==> config.mk <==
export PLATFORM = sky130hd
export DESIGN_NAME = mddr_init_refresh
export DESIGN_NICKNAME = d
export VERILOG_FILES = /design/src/rtl/mddr_init_refresh.sv
export SDC_FILE = /design/constraint.sdc
export NUM_CORES = 1
export LEC_CHECK = 0
export CAP_MARGIN = 20
export CORE_UTILIZATION = 30
export CTS_BUF_LIST = sky130_fd_sc_hd__clkbuf_8
export CTS_CLUSTER_SIZE = 25
export DETAILED_ROUTE_END_ITERATION = 16
export GPL_TIMING_DRIVEN = 0
export PLACE_DENSITY_LB_ADDON = 0.2
export SKIP_LAST_GASP = 1
export SLEW_MARGIN = 20
export SYNTH_ARGS = -nofsm -noshare
export SYNTH_HDL_FRONTEND = slang
export SYNTH_SLANG_ARGS = --single-unit
==> constraint.sdc <==
create_clock -name clk_i -period 2.9 [get_ports clk_i]
set_clock_uncertainty 0.1 [all_clocks]
set_input_delay 0.58 -clock clk_i [delete_from_list [all_inputs] [get_ports clk_i]]
set_output_delay 0.58 -clock clk_i [all_outputs]
set_load 0.01 [all_outputs]
==> src/rtl/mddr_init_refresh.sv <==
// -----------------------------------------------------------------------------
// mddr_init_refresh
//
// Mobile-DDR power-up initialisation sequencer and periodic auto-refresh
// generator. After reset it owns the SDRAM command bus. It runs the JEDEC
// power-up sequence: NOP wait, PRECHARGE-ALL, two REFRESH, LOAD MODE and
// LOAD EXTENDED MODE. It then hands the bus to the read/write arbiter and
// takes the bus back only to service refreshes it has been granted.
//
// Ports
//   clk_i        controller clock, all logic on the rising edge
//   rst_n_i      asynchronous active-low reset
//   ref_gnt_i    arbiter grant (banks idle, bus released to this block)
//   cke_o        SDRAM clock enable
//   cs_n_o, ras_n_o, cas_n_o, we_n_o   command strobes
//   a_o [12:0]   address
//   ba_o [1:0]   bank address
//   bus_own_o    this block drives the command bus
//   init_done_o  initialisation complete, sticky until reset
//   ref_req_o    at least one refresh interval expired and not yet serviced
// -----------------------------------------------------------------------------
module mddr_init_refresh #(
    parameter int          T_PWRUP_CYC  = 10000,
    parameter int          T_RP_CYC     = 2,
    parameter int          T_RFC_CYC    = 6,
    parameter int          T_MRD_CYC    = 2,
    parameter int          T_REFI_CYC   = 390,
    parameter logic [12:0] MODE_REG     = 13'h0032,
    parameter logic [12:0] EXT_MODE_REG = 13'h0000
) (
    input  logic        clk_i,
    input  logic        rst_n_i,
    input  logic        ref_gnt_i,
    output logic        cke_o,
    output logic        cs_n_o,
    output logic        ras_n_o,
    output logic        cas_n_o,
    output logic        we_n_o,
    output logic [12:0] a_o,
    output logic [1:0]  ba_o,
    output logic        bus_own_o,
    output logic        init_done_o,
    output logic        ref_req_o
);

    typedef enum logic [3:0] {
        S_PWRUP, S_PRE,  S_WRP,   S_REF1,  S_WRFC1, S_REF2, S_WRFC2, S_MRS,
        S_WMRD1, S_EMRS, S_WMRD2, S_IDLE,  S_RPRE,  S_RWRP, S_RREF,  S_RWRFC
    } state_t;

    // Command strobes {cs_n, ras_n, cas_n, we_n}
    localparam logic [3:0] CMD_NOP = 4'b0111;
    localparam logic [3:0] CMD_PRE = 4'b0010;
    localparam logic [3:0] CMD_REF = 4'b0001;
    localparam logic [3:0] CMD_LMR = 4'b0000;

    // A gap state is entered one cycle after its command and must leave so
    // that the next command lands exactly T cycles after the previous one,
    // hence the "-2" loads. A spacing of 1 skips the gap state entirely.
    localparam logic [15:0] PWRUP_LOAD = 16'(T_PWRUP_CYC);
    localparam logic [15:0] RP_LOAD    = 16'(T_RP_CYC - 2);
    localparam logic [15:0] RFC_LOAD   = 16'(T_RFC_CYC - 2);
    localparam logic [15:0] MRD_LOAD   = 16'(T_MRD_CYC - 2);
    localparam logic [15:0] REFI_LOAD  = 16'(T_REFI_CYC - 1);
    localparam logic [3:0]  PEND_MAX   = 4'd8;

    state_t      state_q, state_d;
    logic [15:0] wait_q, wait_d;
    logic [15:0] refi_q;
    logic [3:0]  pend_q, pend_d;
    logic        ref_done;
    logic        expire;

    logic [3:0]  cmd_d;
    logic [12:0] a_d;
    logic [1:0]  ba_d;

    // -------------------------------------------------------------------------
    // Sequencer next-state logic
    // -------------------------------------------------------------------------
    // NOTE: every signal assigned in always_comb gets a default first, so no
    // path through the case can leave it unassigned and infer a latch.
    always_comb begin
        state_d  = state_q;
        wait_d   = wait_q;
        ref_done = 1'b0;
        unique case (state_q)
            S_PWRUP: begin
                if (wait_q == 16'd0) state_d = S_PRE;
                else                 wait_d  = wait_q - 16'd1;
            end
            S_PRE: begin
                if (T_RP_CYC == 1) state_d = S_REF1;
                else begin state_d = S_WRP; wait_d = RP_LOAD; end
            end
            S_WRP: begin
                if (wait_q == 16'd0) state_d = S_REF1;
                else                 wait_d  = wait_q - 16'd1;
            end
            S_REF1: begin
                if (T_RFC_CYC == 1) state_d = S_REF2;
                else begin state_d = S_WRFC1; wait_d = RFC_LOAD; end
            end
            S_WRFC1: begin
                if (wait_q == 16'd0) state_d = S_REF2;
                else                 wait_d  = wait_q - 16'd1;
            end
            S_REF2: begin
                if (T_RFC_CYC == 1) state_d = S_MRS;
                else begin state_d = S_WRFC2; wait_d = RFC_LOAD; end
            end
            S_WRFC2: begin
                if (wait_q == 16'd0) state_d = S_MRS;
                else                 wait_d  = wait_q - 16'd1;
            end
            S_MRS: begin
                if (T_MRD_CYC == 1) state_d = S_EMRS;
                else begin state_d = S_WMRD1; wait_d = MRD_LOAD; end
            end
            S_WMRD1: begin
                if (wait_q == 16'd0) state_d = S_EMRS;
                else                 wait_d  = wait_q - 16'd1;
            end
            S_EMRS: begin
                if (T_MRD_CYC == 1) state_d = S_IDLE;
                else begin state_d = S_WMRD2; wait_d = MRD_LOAD; end
            end
            S_WMRD2: begin
                if (wait_q == 16'd0) state_d = S_IDLE;
                else                 wait_d  = wait_q - 16'd1;
            end
            S_IDLE: begin
                // A grant is honoured only while a refresh is owed; one grant
                // buys exactly one refresh.
                if ((pend_q != 4'd0) && ref_gnt_i) state_d = S_RPRE;
            end
            S_RPRE: begin
                if (T_RP_CYC == 1) state_d = S_RREF;
                else begin state_d = S_RWRP; wait_d = RP_LOAD; end
            end
            S_RWRP: begin
                if (wait_q == 16'd0) state_d = S_RREF;
                else                 wait_d  = wait_q - 16'd1;
            end
            S_RREF: begin
                if (T_RFC_CYC == 1) begin state_d = S_IDLE; ref_done = 1'b1; end
                else begin state_d = S_RWRFC; wait_d = RFC_LOAD; end
            end
            S_RWRFC: begin
                if (wait_q == 16'd0) begin state_d = S_IDLE; ref_done = 1'b1; end
                else                       wait_d  = wait_q - 16'd1;
            end
            default: state_d = S_PWRUP;
        endcase
    end

    // -------------------------------------------------------------------------
    // Refresh bookkeeping: the interval timer free-runs once initialised and
    // never waits for service; pend remembers how many intervals are owed.
    // -------------------------------------------------------------------------
    assign expire = init_done_o && (refi_q == 16'd0);

    always_comb begin
        pend_d = pend_q;
        if (expire && !ref_done)
            pend_d = (pend_q == PEND_MAX) ? PEND_MAX : pend_q + 4'd1;
        else if (ref_done && !expire)
            pend_d = pend_q - 4'd1;
    end

    // -------------------------------------------------------------------------
    // Output decode from the next state, so the registered outputs present
    // the command of the state being entered on this edge.
    // -------------------------------------------------------------------------
    always_comb begin
        cmd_d = CMD_NOP;
        a_d   = 13'd0;
        ba_d  = 2'd0;
        unique case (state_d)
            S_PRE, S_RPRE: begin
                cmd_d = CMD_PRE;
                a_d   = 13'h0400;  // a[10]=1 selects all banks
            end
            S_REF1, S_REF2, S_RREF: cmd_d = CMD_REF;
            S_MRS: begin
                cmd_d = CMD_LMR;
                a_d   = MODE_REG;
            end
            S_EMRS: begin
                cmd_d = CMD_LMR;
                a_d   = EXT_MODE_REG;
                ba_d  = 2'b10;
            end
            default: ;
        endcase
    end

    // -------------------------------------------------------------------------
    // State and output registers
    // -------------------------------------------------------------------------
    // NOTE: sequential state uses non-blocking assignments so every register
    // samples the pre-edge values, independent of statement order.
    always_ff @(posedge clk_i or negedge rst_n_i) begin
        if (!rst_n_i) begin
            state_q <= S_PWRUP;
            wait_q  <= PWRUP_LOAD;
            refi_q  <= 16'd0;
            pend_q  <= 4'd0;
        end else begin
            state_q <= state_d;
            wait_q  <= wait_d;
            pend_q  <= pend_d;
            // The timer starts on the edge init_done_o rises.
            if (!init_done_o && (state_d == S_IDLE))
                refi_q <= REFI_LOAD;
            else if (init_done_o)
                refi_q <= expire ? REFI_LOAD : refi_q - 16'd1;
        end
    end

    always_ff @(posedge clk_i or negedge rst_n_i) begin
        if (!rst_n_i) begin
            cke_o       <= 1'b0;
            cs_n_o      <= 1'b1;
            ras_n_o     <= 1'b1;
            cas_n_o     <= 1'b1;
            we_n_o      <= 1'b1;
            a_o         <= 13'd0;
            ba_o        <= 2'd0;
            bus_own_o   <= 1'b1;
            init_done_o <= 1'b0;
            ref_req_o   <= 1'b0;
        end else begin
            cke_o       <= 1'b1;
            {cs_n_o, ras_n_o, cas_n_o, we_n_o} <= cmd_d;
            a_o         <= a_d;
            ba_o        <= ba_d;
            bus_own_o   <= (state_d != S_IDLE);
            init_done_o <= init_done_o | (state_d == S_IDLE);
            ref_req_o   <= (pend_d != 4'd0);
        end
    end

endmodule

* Word-level counts from Yosys, hierarchy flattened
Cells that the tools add are included.
W data, S select, Z words.
** Word-level totals
- Word-level logic and storage cells :: 90
- Output and inout port bits :: 23
- Input port bits :: 3
- Register bits :: 63
** Operators by class
- Reductions and logical operators :: 23
- Bitwise gates (word level) :: 1
- Eq/ne operators :: 26
- Add/subtract/negate cells :: 4
- Mux-type cells :: 22
** Operators with widths (count)
- $mux W16 :: 4
- $pmux W4 S15 :: 1
- $eq A4 B4 Y1 const B :: 13
- $pmux W16 S3 :: 1
- $mux W4 :: 11
- $logic_not A16 Y1 :: 2
- $sub A16 B1 Y16 const B :: 2
- $eq A4 B3 Y1 const B :: 6
- $pmux W11 S2 :: 1
- $eq A4 B2 Y1 const B :: 3
- $pmux W3 S3 :: 1
- $eq A4 B1 Y1 const B :: 2
- $reduce_bool A4 Y1 :: 2
- $reduce_or A8 Y1 :: 1
- $reduce_or A2 Y1 :: 3
- $reduce_or A3 Y1 :: 2
- $logic_and A1 B1 Y1 :: 5
- $add A4 B1 Y4 const B :: 1
- $logic_not A4 Y1 :: 1
- $ne A4 B4 Y1 const B :: 1
- $reduce_or A4 Y1 :: 1
- $sub A4 B1 Y4 const B :: 1
- $logic_not A1 Y1 :: 3
- $reduce_bool A3 Y1 :: 1
- 6 further kinds :: 7

* Longest topological paths before layout
Gate-level depths: netlist (run 1).
- Depth after elaboration :: 7
- Mapped depth :: 10
- Mapped depth without buffers :: 9

* Worst setup path before layout (run 1)
Ideal clock, no wire load.
- Path kind :: register to register
- Start :: register wait_q[0]
- End :: register ref_req_o
- Required time :: 2661 ps
- Period minus slack after synthesis :: 2308 ps
- Setup slack :: 592 ps
- Library setup time :: 139 ps
- Stages on the path, launching flop included :: 9
- Buffers on the path :: 0
- Arrival :: 2069 ps
- Path through :: dfrtp_1 inv_1 ha_1 nor3b_1 and4_4 a2111oi_2 or2_2 o22ai_1 or4_1
** Between the ends
- Cells in the longest elaborated chain, start to end :: 7
- Elaborated cells between the ends (all ways) :: 9
- Those cells by class :: 4 x mux; 5 x reduce/logical
** Ends and longest elaborated chain
- start, declared :: RTL line 68 : logic [15:0] wait_q, wait_d;
- start signal, assigned :: RTL line 211 : wait_q <= wait_d;
- $logic_not A16 Y1 * :: RTL line 150 : if (wait_q == 16'd0) begin state_d = S_IDLE; ref_done = 1'b1; end
- $mux W1 * :: RTL line 150
- $mux W1 * :: RTL line 87 : unique case (state_q)
- $logic_and A1 B1 Y1 / $logic_not A1 Y1 (equally long branches) :: RTL line 167, 165
- $mux W4 / $logic_and A1 B1 Y1 (equally long branches) :: RTL line 167, 165
- $mux W4 * :: RTL line 165 : if (expire && !ref_done)
- via pend_d[1] :: RTL line 70 : logic [3:0] pend_q, pend_d;
- $reduce_bool A4 Y1 * :: RTL line 240 : ref_req_o <= (pend_d != 4'd0);
- end signal, assigned :: RTL line 240
- end, declared :: RTL line 43 : output logic ref_req_o
The timed path passes the listed nets; every way through them passes the cells marked *.
A chain may end at the register's enable or synchronous reset.

* Final worst setup path (run 1)
- Start :: register wait_q[0]
- End :: register wait_q[11]
** Between the ends
- Cells in the longest elaborated chain, start to end :: 3
- Elaborated cells between the ends (all ways) :: 6
- Those cells by class :: 1 x add/sub; 1 x eq/ne; 2 x mux; 2 x reduce/logical
** Ends and longest elaborated chain
- $sub A16 B1 Y16 / $logic_not A16 Y1 (equally long branches)
- $mux W16 / $ne A2 B2 Y1 (equally long branches)
- $pmux W16 S3 / $reduce_and A2 Y1 (equally long branches)
Parallel ways exist; a longest one is shown, timed or not. The select of a mux whose other input is x is not followed.

==> results of run 1 <==
where the power goes:
part / internal (mW) / leakage, nW / switching, mW
logic: 0.0132 / 0.710 / 0.0226
clock network: 0.180 / 0.0502 / 0.268
registers: 0.713 / 0.597 / 0.000326
total: 0.906 / 1.36 / 0.290
placed cells by master, fill, tap and decap left out, drive strengths merged, types with 8 or more instances in the layout:
cell type,netlist,routed
nor2,35,35
or3,8,8
clkbuf,10,15
dfstp,10,10
nor3,13,13
a21oi,13,13
dfrtp,41,41
conb,2,12
o21ai,32,32
nand2,23,23
clkdlybuf4s50,0,14
inv,8,9
xnor2,10,10
buf,16,17
worst max-delay path: stages (launching register included):
cell and delay [ns]:
dfrtp_1 0.43, inv_1 0.10, ha_1 0.14, nor3b_1 0.24
nand4_1 0.42, o2111ai_1 0.74, nor3_1 0.13, xnor2_1 0.17
nor2_1 0.06
cell families after synthesis:
family / synth area share [%]
flip-flops: 44.5
AND/OR/NAND/NOR: 23.4
AO/OA/AOI/OAI: 19.1
XOR/XNOR: 3.93
adder cells (fa/ha/maj): 2.16
other: 0.259
multiplexers: 0.345
buffers and inverters: 6.34
state kept, by name, indices dropped and copies added, names as in the netlist:
name	count
wait_q	16
pend_q	4
ref_req_o	1
cs_n_o	1
refi_q	16
cas_n_o	1
a_o	2
ba_o	1
we_n_o	1
state_q	4
ras_n_o	1
cke_o	1
bus_own_o	1
init_done_o	1
area by class of cell:
cell class | instances | area [µm²]
Buffer | 26 | 154
Clock buffer | 5 | 68.8
Clock inverter | 3 | 28.8
Fill cell | 972 | 5940
Inverter | 8 | 30.0
Multi-Input combinational cell | 240 | 1460
Sequential cell | 51 | 1290
Tap cell | 129 | 161
Timing Repair Buffer | 15 | 148
cells in the mapped netlist, drive strengths merged, types with 3 or more instances:
cell | count | share of area (%)
dfstp | 10 | 9.1
buf | 16 | 4.0
o31ai | 6 | 1.6
a21oi | 13 | 2.2
or4 | 6 | 1.6
nand3b | 3 | 0.78
nand2 | 23 | 3.1
clkbuf | 10 | 1.3
nand3 | 6 | 1.0
or2 | 6 | 1.3
nor2b | 5 | 1.1
xor2 | 3 | 0.91
ha | 5 | 2.2
xnor2 | 10 | 3.0
o21a | 6 | 1.6
inv | 8 | 1.0
nor4 | 6 | 2.0
o2111ai | 3 | 0.91
o21ai | 32 | 5.5
dfrtp | 41 | 35
or3 | 8 | 1.7
nand4 | 3 | 0.65
o31a | 5 | 1.5
nor2 | 35 | 4.6
nor3b | 4 | 1.0
nor3 | 13 | 2.8
through the flow:
stage,setup TNS [ns],area (µm²),worst slack (ns),cells
final,0,3340,0.245,477
after global routing,-0.0957,3340,-0.0337,477
after CTS,0,3340,0.151,477
after detailed placement,0,3250,0.154,469
after global placement,-21.90,3250,-0.538,469
after floorplan,0,2940,0.592,325
worst max path at each step:
stage	from	to	slack [ns]	cells past startpoint
3_3_place_gp	rst_n_i	refi_q[7]$_DFFE_PN0P_	-0.54	1
4_1_cts	refi_q[0]$_DFFE_PN0P_	refi_q[2]$_DFFE_PN0P_	0.15	8
3_5_place_dp	refi_q[0]$_DFFE_PN0P_	refi_q[2]$_DFFE_PN0P_	0.15	8
6_report	wait_q[0]$_DFFE_PN0P_	wait_q[11]$_DFFE_PN0P_	0.25	8
5_1_grt	wait_q[0]$_DFFE_PN0P_	wait_q[11]$_DFFE_PN0P_	-0.03	8
2_1_floorplan	wait_q[0]$_DFFE_PN0P_	ref_req_o$_DFF_PN0_	0.59	8
routing by layer:
| layer | GRT usage (%) | wire (µm) | vias to the layer above |
|---|---|---|---|
| li1 | - | - | 1169 |
| met1 | 16.9 | 2910 | 1136 |
| met2 | 21.6 | 2820 | 39 |
| met3 | 2.58 | 192 | 4 |
| met4 | 3.23 | 48 | 0 |
| met5 | 0 | 0 | - |
what timing repair did:
action | in CTS | in global routing
setup buffers | 0 | 0
setup endpoints to repair | 0 | 13
hold buffers | 0 | 0
gates resized for setup | 0 | 1
==> metrics.txt, run 1 <==
status completed; GPL Wtd Cong ~0.78; Synth-to-Final Area Change 15.3%; clk sinks 51; share of layout cells above drive strength 1 about 14%; Vias/cell 4.92; RR Startpoint wait_q[0]$_DFFE_PN0P_; EDFF count, synth 0; unrepaired setup endpoints after global routing yes; IO buf count 15; critical path endpoint category flip-flop; vias post-DR approximately 2300; critical path launch point type flip-flop; routed length per instance 12.5 µm; Max H-tree Level 2; Num CTS Buffers 5; Pwr Total 1.20 mW; reg-to-reg setup timing slack approximately 0.25 ns; Initial Utilization about 31%; Worst-Margin Slew 0.693 ns; CTS tree yes; Yosys Warn Count 0; Slew Limit Fails 0; slew margin rel. approximately 54%; post-synthesis cell type count 57; Die Ht ~100 µm; PwrDens between 300 and 400 mW/mm²; crit path kind reg2reg; Avg Cell Area, Syn just over 9 µm²; row cnt 35; CP arrival approximately 2.7 ns; 1st-iter DRT viols 89; Worst-path clk slew roughly 0.1 ns; Residual DRC 0; Clock Path Buffers 2; FF-to-FF End wait_q[11]$_DFFE_PN0P_; die width about 100 µm; # Max-Cap Violations 0; number of diodes 0; Synth Register Bits 51; first-pass GRT wire length slightly above 10 mm; router iterations before antenna repair 4; total routed wirelength between 5 and 6 mm; maximum vdd drop around 190 µV; ANT nets after route 0; asr flop ratio synth 100%; core area 0.00928 mm²; critical path required time roughly 3 ns; die area between 0.01 and 0.015 mm²; worst min-delay path class in2async; DP Wirelength approximately 4.2 mm; GRT overflow 0; Critical Path Fanout Max 10; P_leak approximately 1.4 nW; Hold WS around 0.18 ns; Tmin final 2.65 ns; overall global routing resource usage 12.8%; clk_lat worst skew 0.32 ns; layout net count 355; Final Cycle Share 91.5%; dominant synthesized flop cell dfrtp_1; largest net degree at the start of global routing between 50 and 60; Clk Tree Root Cell clkbuf_8; Mapped Area approximately 0.0029 mm²; vias in the first global route 2166; Final Setup Violations 0; sequential cell area fraction in the yosys report 44.5%; Fmax achieved ~0.38 GHz; Syn Inst Count 315; R2R cell count 8; Layout Utilization 36.0%; hold violation total from the final report 0; antenna violations before repair 0; IO Pins 26
Power figures use the tool's default switching activity.
==> inputs of run 2 (changes only) <==
==> constraint.sdc (replaced) <==
create_clock -name clk_i -period 2.28 [get_ports clk_i]
set_clock_uncertainty 0.1 [all_clocks]
set_input_delay 0.456 -clock clk_i [delete_from_list [all_inputs] [get_ports clk_i]]
set_output_delay 0.456 -clock clk_i [all_outputs]
set_load 0.01 [all_outputs]
==> run 2 against run 1 <==
Net effect: critical path depth rose by 1; worst setup slack lost 0.35 ns; largest power group unchanged; hold slack got worse by 0.093 ns; utilization up 4.6 points; non-clock buffer count rose by 27; the flow now finishes with violations (setup timing); power up 28%.
==> metrics.txt, run 2 (synthesis gave the netlist of run 1 again) <==
DP Wirelength 4.27 mm; largest registers refi_q: 16 flops, wait_q: 16 flops; Slew Limit Fails 0; Worst-Margin Slew between 0.6 and 0.7 ns; CTS tree yes; CP Launch Point wait_q[1]$_DFFE_PN0P_; die area between 0.01 and 0.015 mm²; IO Pins 26; PnR worst setup slack -0.106 ns; PwrDens 407 mW/mm²; Synth-to-Final Area Change 30.1%; Vias/cell just under 5; violated checks setup timing; Residual DRC 0; most common cell after layout, fill and taps aside buf_4; ANT nets after route 0; IO buf count 15; share of layout cells above drive strength 1 between 20 and 30%; area of placed instances between 0.003 and 0.004 mm²; die width 100 µm; GRT overflow 0; router iterations before antenna repair 4; Critical Path Fanout Max 7; critical path endpoint category flip-flop; status finished, violations left; Clk Tree Root Cell clkbuf_8; vias in the first global route between 2000 and 2500; row cnt 35; Final Setup Violations 1; total routed wirelength around 7 mm; Pwr Total 1.54 mW; reg-to-reg setup timing slack -0.11 ns; largest net degree at the start of global routing 52; vias post-DR around 2500; antenna violations before repair 0; unrepaired setup endpoints after global routing yes; RR Startpoint wait_q[1]$_DFFE_PN0P_; Layout Utilization 40.6%; Max H-tree Level 2; FF-to-FF End ref_req_o$_DFF_PN0_; pre-CTS WS -0.476 ns; Final Cycle Share 105%; R2R cell count 9; Num CTS Buffers 5; CP arrival approximately 2.5 ns; slew margin rel. roughly 56%; Worst-path clk slew roughly 0.1 ns; 1st-iter DRT viols 52; worst min-delay path class in2async; hold violation total from the final report 0; critical path required time about 2.4 ns; # Max-Cap Violations 0; critical path launch point type flip-flop; P_leak roughly 1.6 nW; GPL Wtd Cong between 0.7 and 0.8; placed cells between 400 and 500; final instance area 0.00377 mm²; routed length per instance 13.5 µm; core area 0.00928 mm²; clk sinks 51; Tmin final roughly 2.4 ns; maximum vdd drop between 200 and 250 µV; Non-Filler Instances roughly 500; layout net count 382; Die Ht 100 µm; overall global routing resource usage between 10 and 15%; Clock Path Buffers 2; number of diodes 0; crit path kind reg2reg; most frequent cells in the layout buf_4, dfrtp_1, nor2_1; first-pass GRT wire length approximately 11 mm; Hold WS 0.0843 ns; clk_lat worst skew approximately 0.30 ns; Fmax achieved roughly 0.42 GHz; setup TNS -0.106 ns; Initial Utilization between 30% and 40%
==> run 2: changes by cell type in the layout (fill, tap and decap cells not counted), moves of 3 or more <==
cell / change
o21ai_0: -8
inv_2: +4
inv_1: -4
buf_4: +28
o21ai_1: +6
clkbuf_1: -3
==> run 2: area by class of cell <==
type,instances,area (µm²)
clock buffers,7,96.3
well taps,129,161
flip-flops and latches,51,1290
plain buffers,25,163
inverters,8,32.5
clock inverters,1,3.75
multi-input cells,240,1670
fillers,944,5510
repair buffers,43,358
==> run 2: how the worst max path moves through the flow <==
stage	depth (start not counted)	slack, ns	to
after CTS	7	-0.07	ref_req_o$_DFF_PN0_
final	9	-0.11	ref_req_o$_DFF_PN0_
after floorplan	8	0.03	ref_req_o$_DFF_PN0_
after detailed placement	8	-0.48	refi_q[2]$_DFFE_PN0P_
after global routing	9	-0.20	ref_req_o$_DFF_PN0_
after global placement	1	-1.08	refi_q[0]$_DFFE_PN0P_
==> run 2: routing by layer <==
metal	track usage [%]	wire (µm)
met5	0	0
met3	1.88	154
met1	18.7	3340
met4	4.57	36
met2	23.8	3290
==> run 2: report_power, final <==
group | internal, mW | switching, mW
logic | 0.0168 | 0.0296
clock network | 0.274 | 0.309
registers | 0.907 | 0.000382
==> run 2: worst max-delay path, cell delays in order, from the launching register on <==
cell and delay [ns]:
dfrtp_1 0.41, inv_2 0.09, ha_4 0.13, nor3b_4 0.18, and4_4 0.28, buf_8 0.13, o311a_4 0.21, nand2b_4 0.13
o22ai_2 0.09, or4_1 0.51
==> run 2: repair_timing <==
action | in CTS | in global routing
pin swaps | 13 | 8
hold buffers | 0 | 0
endpoints found under the hold margin | 0 | 0
setup buffers | 21 | 7
gates resized for setup | 31 | 24
setup endpoints to repair | 30 | 20
